`src/rtl/x_uart_tx_sched.sv`:
```
// Round-robin scheduler sharing one UART byte transmitter between packet sources.
// Define X_UART_TX_SCHED_HDR_EN to prefix every packet with a {4'hA, grant id} header byte.
module x_uart_tx_sched #(
  parameter int p_num_req = 4,
  parameter int p_timeout = 1024
) (
  input  logic                         i_clk,
  input  logic                         i_nrst,
  input  logic [8*p_num_req-1:0]       i_req_data,
  input  logic [p_num_req-1:0]         i_req_valid,
  input  logic [p_num_req-1:0]         i_req_last,
  output logic [p_num_req-1:0]         o_req_accept,
  output logic [7:0]                   o_uart_data,
  output logic                         o_uart_valid,
  input  logic                         i_uart_accept,
  output logic [$clog2(p_num_req)-1:0] o_grant_id,
  output logic                         o_busy,
  output logic                         o_err
);

  localparam int p_id_w  = $clog2(p_num_req);
  localparam int p_cnt_w = $clog2(p_timeout + 1);
  localparam logic [p_cnt_w-1:0] p_cnt_last = p_cnt_w'(p_timeout - 1);

`ifdef X_UART_TX_SCHED_HDR_EN
  typedef enum logic [1:0] {ST_IDLE = 2'd0, ST_SEND = 2'd1, ST_FETCH = 2'd2, ST_HDR = 2'd3} state_t;
`else
  typedef enum logic [1:0] {ST_IDLE = 2'd0, ST_SEND = 2'd1, ST_FETCH = 2'd2} state_t;
`endif

  state_t              state_r;
  logic [p_id_w-1:0]   ptr_r;
  logic [p_cnt_w-1:0]  cnt_r;
  logic                hold_last_r;
`ifdef X_UART_TX_SCHED_HDR_EN
  logic [7:0]          hold_data_r;
`endif

  logic                pick_found_s;
  logic [p_id_w-1:0]   pick_id_s;
  logic [p_id_w-1:0]   sel_id_s;
  logic [7:0]          byte_s;
  logic                last_s;
  logic [p_num_req-1:0] acc_s;

  // First valid requester strictly after ptr, wrapping; MSB flags a hit.
  function automatic logic [p_id_w:0] rr_pick(input logic [p_num_req-1:0] valid,
                                               input logic [p_id_w-1:0] ptr);
    logic              found;
    logic [p_id_w-1:0] id;
    logic [p_id_w-1:0] cand;
    found = 1'b0;
    id    = {p_id_w{1'b0}};
    for (int i = 1; i <= p_num_req; i++) begin
      cand = p_id_w'((int'(ptr) + i) % p_num_req);
      if (!found && valid[cand]) begin
        found = 1'b1;
        id    = cand;
      end
    end
    return {found, id};
  endfunction

  function automatic logic [7:0] sel_byte(input logic [8*p_num_req-1:0] data,
                                          input logic [p_id_w-1:0] id);
    logic [7:0] b;
    b = 8'h00;
    for (int n = 0; n < p_num_req; n++) begin
      if (p_id_w'(n) == id) b = data[8*n +: 8];
    end
    return b;
  endfunction

  assign {pick_found_s, pick_id_s} = rr_pick(i_req_valid, ptr_r);
  assign sel_id_s = (state_r == ST_IDLE) ? pick_id_s : o_grant_id;
  assign byte_s   = sel_byte(i_req_data, sel_id_s);
  assign last_s   = i_req_last[sel_id_s];
  assign o_req_accept = acc_s;

  // Byte-taken strobe: new grant in IDLE, owner's next byte in FETCH, never otherwise.
  always_comb begin
    acc_s = {p_num_req{1'b0}};
    case (state_r)
      ST_IDLE: begin
        if (pick_found_s) acc_s[pick_id_s] = 1'b1;
        else acc_s = {p_num_req{1'b0}};
      end
      ST_FETCH: begin
        if (i_req_valid[o_grant_id]) acc_s[o_grant_id] = 1'b1;
        else acc_s = {p_num_req{1'b0}};
      end
      default: acc_s = {p_num_req{1'b0}};
    endcase
  end

  // Packet FSM with registered transmitter handshake and status outputs.
  always_ff @(posedge i_clk or negedge i_nrst) begin
    if (!i_nrst) begin
      state_r      <= ST_IDLE;
      ptr_r        <= p_id_w'(p_num_req - 1);
      cnt_r        <= {p_cnt_w{1'b0}};
      hold_last_r  <= 1'b0;
`ifdef X_UART_TX_SCHED_HDR_EN
      hold_data_r  <= 8'h00;
`endif
      o_uart_data  <= 8'h00;
      o_uart_valid <= 1'b0;
      o_grant_id   <= {p_id_w{1'b0}};
      o_busy       <= 1'b0;
      o_err        <= 1'b0;
    end else begin
      o_err <= 1'b0;
      case (state_r)
        ST_IDLE: begin
          if (pick_found_s) begin
            o_grant_id   <= pick_id_s;
            hold_last_r  <= last_s;
            o_busy       <= 1'b1;
            o_uart_valid <= 1'b1;
`ifdef X_UART_TX_SCHED_HDR_EN
            hold_data_r  <= byte_s;
            o_uart_data  <= {4'hA, 4'(pick_id_s)};
            state_r      <= ST_HDR;
`else
            o_uart_data  <= byte_s;
            state_r      <= ST_SEND;
`endif
          end else begin
            o_busy       <= 1'b0;
            o_uart_valid <= 1'b0;
          end
        end
`ifdef X_UART_TX_SCHED_HDR_EN
        ST_HDR: begin
          // Drop valid for one cycle so the transmitter idles between header and payload.
          if (o_uart_valid && i_uart_accept) begin
            o_uart_valid <= 1'b0;
            o_uart_data  <= hold_data_r;
            state_r      <= ST_SEND;
          end else begin
            o_uart_valid <= 1'b1;
          end
        end
`endif
        ST_SEND: begin
          if (!o_uart_valid) begin
            o_uart_valid <= 1'b1;
          end else if (i_uart_accept) begin
            o_uart_valid <= 1'b0;
            if (hold_last_r) begin
              ptr_r   <= o_grant_id;
              o_busy  <= 1'b0;
              state_r <= ST_IDLE;
            end else begin
              cnt_r   <= {p_cnt_w{1'b0}};
              state_r <= ST_FETCH;
            end
          end else begin
            o_uart_valid <= 1'b1;
          end
        end
        ST_FETCH: begin
          // A byte arriving on the final timeout cycle still wins.
          if (i_req_valid[o_grant_id]) begin
            o_uart_data  <= byte_s;
            hold_last_r  <= last_s;
            o_uart_valid <= 1'b1;
            cnt_r        <= {p_cnt_w{1'b0}};
            state_r      <= ST_SEND;
          end else if (cnt_r == p_cnt_last) begin
            o_err   <= 1'b1;
            ptr_r   <= o_grant_id;
            o_busy  <= 1'b0;
            cnt_r   <= {p_cnt_w{1'b0}};
            state_r <= ST_IDLE;
          end else begin
            cnt_r <= cnt_r + p_cnt_w'(1);
          end
        end
        default: begin
          o_uart_valid <= 1'b0;
          o_busy       <= 1'b0;
          state_r      <= ST_IDLE;
        end
      endcase
    end
  end

endmodule

```
`config.mk`:
```
export PLATFORM = sky130hd
export DESIGN_NAME = x_uart_tx_sched
export DESIGN_NICKNAME = d
export VERILOG_FILES = /design/src/rtl/x_uart_tx_sched.sv
export SDC_FILE = /design/constraint.sdc
export NUM_CORES = 1
export LEC_CHECK = 0
export CELL_PAD_IN_SITES_DETAIL_PLACEMENT = 1
export CELL_PAD_IN_SITES_GLOBAL_PLACEMENT = 1
export CORE_MARGIN = 1
export CORE_UTILIZATION = 39
export CTS_BUF_LIST = sky130_fd_sc_hd__clkbuf_2
export CTS_CLUSTER_DIAMETER = 60
export DETAILED_ROUTE_END_ITERATION = 8
export PLACE_DENSITY = 0.88
export SETUP_SLACK_MARGIN = 0.1
export SLEW_MARGIN = 20
export SYNTH_ARGS = -nofsm -noshare
export SYNTH_HDL_FRONTEND = slang
export SYNTH_SLANG_ARGS = --single-unit
```
`constraint.sdc`:
```
create_clock -name i_clk -period 3.59 [get_ports i_clk]
set_input_delay 0.8975 -clock i_clk [delete_from_list [all_inputs] [get_ports i_clk]]
set_output_delay 0.8975 -clock i_clk [all_outputs]
set_load 0.02 [all_outputs]
```
Yosys cells after proc, flatten, opt, wreduce, memory -nomap -nowiden:

Index checks and enable logic that the tools add are counted.

* input port bits: 43
* register bits: 29
* word-level logic and storage cells: 127
* output and inout bits: 17

* add/subtract/negate cells: 5
* equal/unequal tests: 15
* reduce and logical (&&, ||, !) cells: 18
* order comparisons: 9
* muxes and demuxes: 71

Operators by type and width (number)
* $mux 11: 5
* $mux 8: 6
* $mux 2: 16
* $mux 1: 26
* $pmux 11 s2: 1
* $lt 2x3->1 const B: 7
* $ne 2x2->1 const B: 8
* $pmux 8 s2: 1
* $bmux 1 s2: 6
* $add 11x1->11 const B: 1
* $eq 11x10->1 const B: 1
* $mux 4: 2
* $pmux 4 s2: 1
* $reduce_and 4->1: 2
* $pmux 1 s3: 2
* $pmux 2 s3: 1
* $reduce_and 6->1: 1
* $logic_and 1x1->1: 5
* $reduce_and 5->1: 1
* $add 2x1->2 const B: 2
* $add 2x2->2 const B: 2
* $demux 1 s2: 2
* $eq 2x2->1 const A: 2
* $ge 2x1->1 const B: 2
* other kinds (11): 15

Logic depth before layout (Yosys ltp):

Gate-level depths: netlist of run 1.

* depth after elaboration: 21
* mapped depth: 8
* depth with buffers taken out: 6

Least setup slack after synthesis of run 1:

Ideal clock, no wire load.

* path type: input port to output port
* start point: input i_req_valid[3]
* end point: output o_req_accept[2]
* arrival: 2.453 ns
* data required time: 2.693 ns
* path slack: 0.239 ns
* stages: 6
* buffers on the path: 2
* cell sequence: buf_4 nand2_1 a2111oi_4 clkbuf_1 nand2_1 o21ai_0

* cells in the longest elaborated chain, start to end: 18
* elaborated cells on any way between the ends: 32
* those cells by class: order compare: 2; mux: 23; reduce/logical: 7

RTL lines
* start, declared: RTL line 10 `input logic [p_num_req-1:0] i_req_valid,`
* $bmux 1 s2: RTL line 56 `if (!found && valid[cand]) begin`
* $mux 1 (implied by the code): RTL line 56
* $mux 1: RTL line 56
* $logic_not 1->1: RTL line 56
* $logic_and 1x1->1: RTL line 56
* $mux 1: RTL line 56
* $logic_not 1->1: RTL line 56
* $logic_and 1x1->1: RTL line 56
* (+2 left out)
* $logic_and 1x1->1: RTL line 56
* $mux 2: RTL line 56
* $lt 2x3->1 (implied by the code) or $ge 2x1->1 (tied branches): RTL line 85 `if (pick_found_s) acc_s[pick_id_s] = 1'b1;`
* $logic_and 1x1->1 (implied by the code): RTL line 85
* $mux 1 (implied by the code): RTL line 85
* $demux 1 s2: RTL line 85
* $mux 4: RTL line 85
* $pmux 4 s2 *: RTL line 83 `case (state_r)`
* end, declared: RTL line 12 `output logic [p_num_req-1:0] o_req_accept,`

Mark *: on every way between the ends. The rest lies on a longest branch, timed or not. The select of a mux whose other input is x is not followed.

Worst setup path after layout of run 1:

* start point: input i_req_valid[1]
* end point: output o_req_accept[3]

The elaborated chain is that of the path after synthesis.

==> results of run 1 <==
report_power, final:
group / total, uW / internal (uW) / switching, uW
Combinational: 1340 / 609 / 732
Clock: 239 / 119 / 120
Sequential: 595 / 441 / 155
Total: 2170 / 1170 / 1010
area by class of cell:
class,instances,area (sq um)
repair buffers,81,753
well taps,70,87.6
multi-input cells,170,1210
fillers,607,2190
clock buffers,6,30.0
inverters,19,71.3
flip-flops and latches,29,728
clock inverters,2,33.8
routing by layer:
layer | share of wire | vias to the layer above
met2 | 0.49 | 68
met1 | 0.44 | 1034
met4 | 0.021 | 0
met3 | 0.045 | 15
li1 | - | 1004
met5 | 0 | -
per-stage QoR:
| step | cell area [sq um] | std cells | power, uW |
|---|---|---|---|
| 2_1_floorplan | 2070 | 231 | 1400 |
| 3_3_place_gp | 2790 | 365 | 1810 |
| 3_5_place_dp | 2790 | 365 | 1860 |
| 4_1_cts | 2860 | 373 | 2090 |
| 5_1_grt | 2910 | 377 | 2310 |
| 6_report | 2910 | 377 | 2170 |
repair_timing:
action / CTS / global route
gates resized for setup: 16 / 9
buffers inserted: 0 / 4
setup endpoints to repair: 4 / 4
pin swaps: 1 / 2
gates cloned: 0 / 0
worst paths after layout:
kind,cells after the start,endpoint,startpoint
max,6,o_req_accept[3],i_req_valid[1]
min,1,cnt_r[10]$_DFFE_PN0P_,cnt_r[10]$_DFFE_PN0P_
max reg2reg,8,hold_last_r$_DFFE_PN0P_,ptr_r[0]$_DFFE_PN1P_
min reg2reg,1,cnt_r[10]$_DFFE_PN0P_,cnt_r[10]$_DFFE_PN0P_
max in group asynchronous,2,ptr_r[0]$_DFFE_PN1P_,i_nrst
min in group asynchronous,2,cnt_r[7]$_DFFE_PN0P_,i_nrst
sequential cells by signal, summed over array words and instances, names as in the netlist:
| register | cells |
|---|---|
| o_uart_data | 8 |
| cnt_r | 11 |
| state_r | 2 |
| o_busy | 1 |
| o_err | 1 |
| hold_last_r | 1 |
| ptr_r | 2 |
| o_uart_valid | 1 |
| o_grant_id | 2 |
kinds of logic after synthesis:
group	synth area share
AND/OR/NAND/NOR	0.233
flip-flops	0.353
buffers and inverters	0.0793
adder cells (fa/ha/maj)	0.00606
XOR/XNOR	0.00424
multiplexers	0.0485
AO/OA/AOI/OAI	0.276
synthesized netlist by cell type (2+ instances only):
master,instances
buf_4,3
and2_1,3
nor2b_1,2
a31oi_1,2
o211ai_1,2
and3_1,4
mux2i_1,4
clkbuf_1,3
dfrtp_1,27
nor2_1,21
buf_2,3
nor3_1,4
nand3_1,6
o21ai_0,14
a211oi_1,16
nor3b_1,2
nand2b_1,8
clkbuf_8,2
nand4_1,2
mux2_2,3
a2111oi_2,8
o31ai_1,3
a21oi_1,6
inv_1,19
nor4_1,10
a21o_1,2
o22a_1,2
nand2_1,22
dfstp_2,2
critical path, cell delays in order:
cell and delay [ps]:
clkdlybuf4s50_1 440, or4_4 520, a222oi_1 360, buf_4 190, a21oi_2 30, buf_4 150
==> run metrics, run 1 <==
outcome completed; CP Class in2out; GR Util met3 0.0469; hold_ws 511 ps; CP Launch Type primary input; final hold viol count 0; # diodes 0; CP endpoint kind primary output; CTS sink cnt 29; minimum clock period 3490 ps; die width 74.8 microns; Clk Latency, worst-skew pair 370 ps; global route hottest layer met2; Detailed Route WL 6660 microns; fmax 286 MHz; Initial Util 0.404; GRT Total Usage 0.248; Synth Net Count 275; H-tree depth 2; CTS tree done; Slew Limit Fails 0; 1st-pass router iterations 4; layout cells sized above 1 0.205; Post-Route Setup TNS 0 ps; Final Skew 20.0 ps; fin nets 350; Placement Setup Slack -263 ps; max cap viols 0; Reg clk slew, reported paths 140 ps; register area share after synthesis 0.353; Area growth, synth to finish 41.1%; initial antenna violation count 0; Port Buffers 59; DRC Markers 0; met1 usage 0.318; setup ws final 97.7 ps; wire per inst 17.7 microns; asr flop ratio synth 1.00; total gr overflow 0; M2 GR Usage 0.430; Yosys reg bits 29; Most used DFF post-synth dfrtp_1; largest net degree at the start of global routing 30; Final ANT Viol Nets 0; Yosys top cell area share 0.327; Via density 5.63; vias in the first global route 2134; CP Data Arrival Time 2590 ps; biggest area consumer among synthesized cells dfrtp_1; Die Height 74.8 microns; yosys warns 0; # IOs 60; Post-Syn Instances 231; final setup fails 0; Static Leakage 0.00121 uW; Slew @ Worst Pin 750 ps; commonest non-fill, non-tap cell in the layout clkdlybuf4s50_1; worst hold path type reg2reg; slew margin rel. 0.498; EDFF count, synth 0; Hold-fix buffers, CTS 0; row cnt 26; PD cells 746 nW/um^2; HPWL after detailed placement 4950 microns; CP max FO 3; Mapped Area 2070 sq um; R2R Setup Slk 1040 ps; RePlAce Congestion 0.889; Die ar. 5590 sq um; DR vias 2121; Worst IR Drop VDD 0.000532 V; core area 5110 sq um; RSZ-0062 raised after global routing yes; Inserted Clock Buffers 5; root buf cell clkbuf_2; required time of the critical path 2690 ps; number of buffers between clock root and the deepest sink 2; number of DRC markers in iteration 0 93; final period utilization 0.973; most frequent cells in the layout 54 x clkdlybuf4s50_1, 27 x dfrtp_1, 23 x buf_4; Yosys cell types 55; Synth area leaders dfrtp_1 33%, a2111oi_2 5.8%, a211oi_1 5.8%, nand2_1 4.0%, nor2_1 3.8%; final core utilization 0.571; first-pass GRT wire length 10400 microns; Mapped Avg Cell Area 8.94 sq um
(Power assumes the default switching activity.)
==> run 2, diff against run 1 <==
CAP_MARGIN = 20   (was not set)
SKIP_CTS_REPAIR_TIMING = 1   (was not set)
TNS_END_PERCENT = 20   (was not set)
==> run 2 against run 1 <==
Worst setup slack worse by 39 ps. Sequential power hardly changed. Clock-buffer cell count unchanged. Final cell count is 0.27% lower. Largest cell class unchanged.
==> run metrics, run 2 (synthesis results as in run 1) <==
Largest Register cnt_r; number of DRC markers in iteration 0 76 (-18%); final setup fails 0 (unchanged); first-pass GRT wire length 10300 microns (-0.33%); Clk Latency, worst-skew pair 370 ps (about the same); Largest register FFs 11 (unchanged); layout cells sized above 1 0.190 (-0.0157); root buf cell clkbuf_2; CTS tree done; Worst IR Drop VDD 0.000475 V (-11%); fmax 283 MHz (-1.1%); total gr overflow 0 (unchanged); Post-Route Setup TNS 0 ps (unchanged); Die Height 74.8 microns (unchanged); 1st-pass router iterations 4 (unchanged); Slew Limit Fails 0 (unchanged); slew margin rel. 0.503 (+0.00582); max cap viols 0 (unchanged); Die ar. 5590 sq um (unchanged); CP endpoint kind primary output; DP Area 2790 sq um (unchanged); CP Class in2out; post-route cell area 2880 sq um (-1.2%); CP Launch Type primary input; fin nets 349 (-0.29%); Port Buffers 59 (unchanged); worst-path cell chain clkdlybuf4s50_1 -> or4_4 -> a222oi_1 -> a21oi_1 -> buf_2; outcome completed; CTS sink cnt 29 (unchanged); Detailed Route WL 6450 microns (-3.1%); CP max FO 2 (-1); minimum clock period 3530 ps (+39.1 ps); DRC Markers 0 (unchanged); worst stage delay on the critical path 550 ps (+30 ps); H-tree depth 2 (unchanged); PD cells 739 nW/um^2 (-1.0%); slowest cell on the critical path or4_4; biggest registers after layout cnt_r x11, o_uart_data x8; Final ANT Viol Nets 0 (unchanged); row cnt 26 (unchanged); Register Area 728 sq um (unchanged); Final Skew 21.0 ps (+1.02 ps); fillers 604 (-0.49%); vias in the first global route 2136 (+0.094%); wire per inst 17.2 microns (-2.9%); CP Data Arrival Time 2630 ps (+40 ps); Initial Util 0.404 (unchanged); # diodes 0 (unchanged); final period utilization 0.984 (+0.0109); die width 74.8 microns (unchanged); Static Leakage 0.00121 uW (about the same); Multi-input gate area 1190 sq um (-1.6%); GRT Total Usage 0.247 (-0.000851); HPWL after detailed placement 4950 microns (unchanged); Slew @ Worst Pin 742 ps (-8.69 ps); required time of the critical path 2690 ps (about the same); Reg clk slew, reported paths 140 ps (about the same); initial antenna violation count 0 (unchanged); RePlAce Congestion 0.889 (unchanged); number of buffers between clock root and the deepest sink 2 (unchanged); final core utilization 0.563 (-0.00711); Via density 5.55 (-1.4%); worst hold path type reg2reg; most frequent cells in the layout 55 x clkdlybuf4s50_1, 27 x dfrtp_1, 21 x nand2_1, 21 x buf_4, 20 x nor2_1; Area growth, synth to finish 39.3%; core area 5110 sq um (unchanged); final hold viol count 0 (unchanged); hold_ws 511 ps (-0.0300 ps); # IOs 60 (unchanged); R2R Setup Slk 1150 ps (+110 ps); RSZ-0062 raised after global routing yes; largest net degree at the start of global routing 30 (unchanged); commonest non-fill, non-tap cell in the layout clkdlybuf4s50_1; Inserted Clock Buffers 5 (unchanged); DR vias 2085 (-1.7%)
run 2: per-stage QoR:
| step | worst slack, ps | std cells | total power (uW) |
|---|---|---|---|
| after floorplan | 239 | 231 | 1400 |
| after global placement | -237 | 365 | 1810 |
| after detailed placement | -263 | 365 | 1860 |
| after CTS | -276 | 373 | 2100 |
| after global routing | -16.3 | 376 | 2260 |
| final | 58.6 | 376 | 2130 |
run 2: final cells by class:
cell class / instances / area share
Inverter: 19 / 0.0248
Tap cell: 70 / 0.0304
Sequential cell: 29 / 0.253
Timing Repair Buffer: 80 / 0.256
Clock buffer: 6 / 0.0104
Clock inverter: 2 / 0.0117
Multi-Input combinational cell: 170 / 0.414
run 2: critical path, delay by kind of cell:
family	cells	cell delay (ps)
AOI/OAI and AO/OA	2	560
buffers and inverters	2	620
and+or+nand+nor	1	550
run 2: final timing paths:
check / from / endpoint / cells past startpoint
worst max-delay path: i_req_valid[0] / o_req_accept[3] / 5
worst min-delay path: cnt_r[10]$_DFFE_PN0P_ / cnt_r[10]$_DFFE_PN0P_ / 1
worst max register to register: ptr_r[0]$_DFFE_PN1P_ / hold_last_r$_DFFE_PN0P_ / 7
worst min register to register: cnt_r[10]$_DFFE_PN0P_ / cnt_r[10]$_DFFE_PN0P_ / 1
max in group asynchronous: i_nrst / ptr_r[0]$_DFFE_PN1P_ / 2
min in group asynchronous: i_nrst / cnt_r[7]$_DFFE_PN0P_ / 2
run 2: routing by layer:
metal | up-vias | track usage | part of all wire
met3 | 9 | 0.0469 | 0.048
met1 | 1005 | 0.314 | 0.44
li1 | 1001 | - | -
met5 | - | 0 | 0
met2 | 70 | 0.431 | 0.50
met4 | 0 | 0.0629 | 0.014
run 2: where the power goes:
part	internal [uW]	switching, uW
Combinational	586	708
Sequential	441	152
Clock	119	120
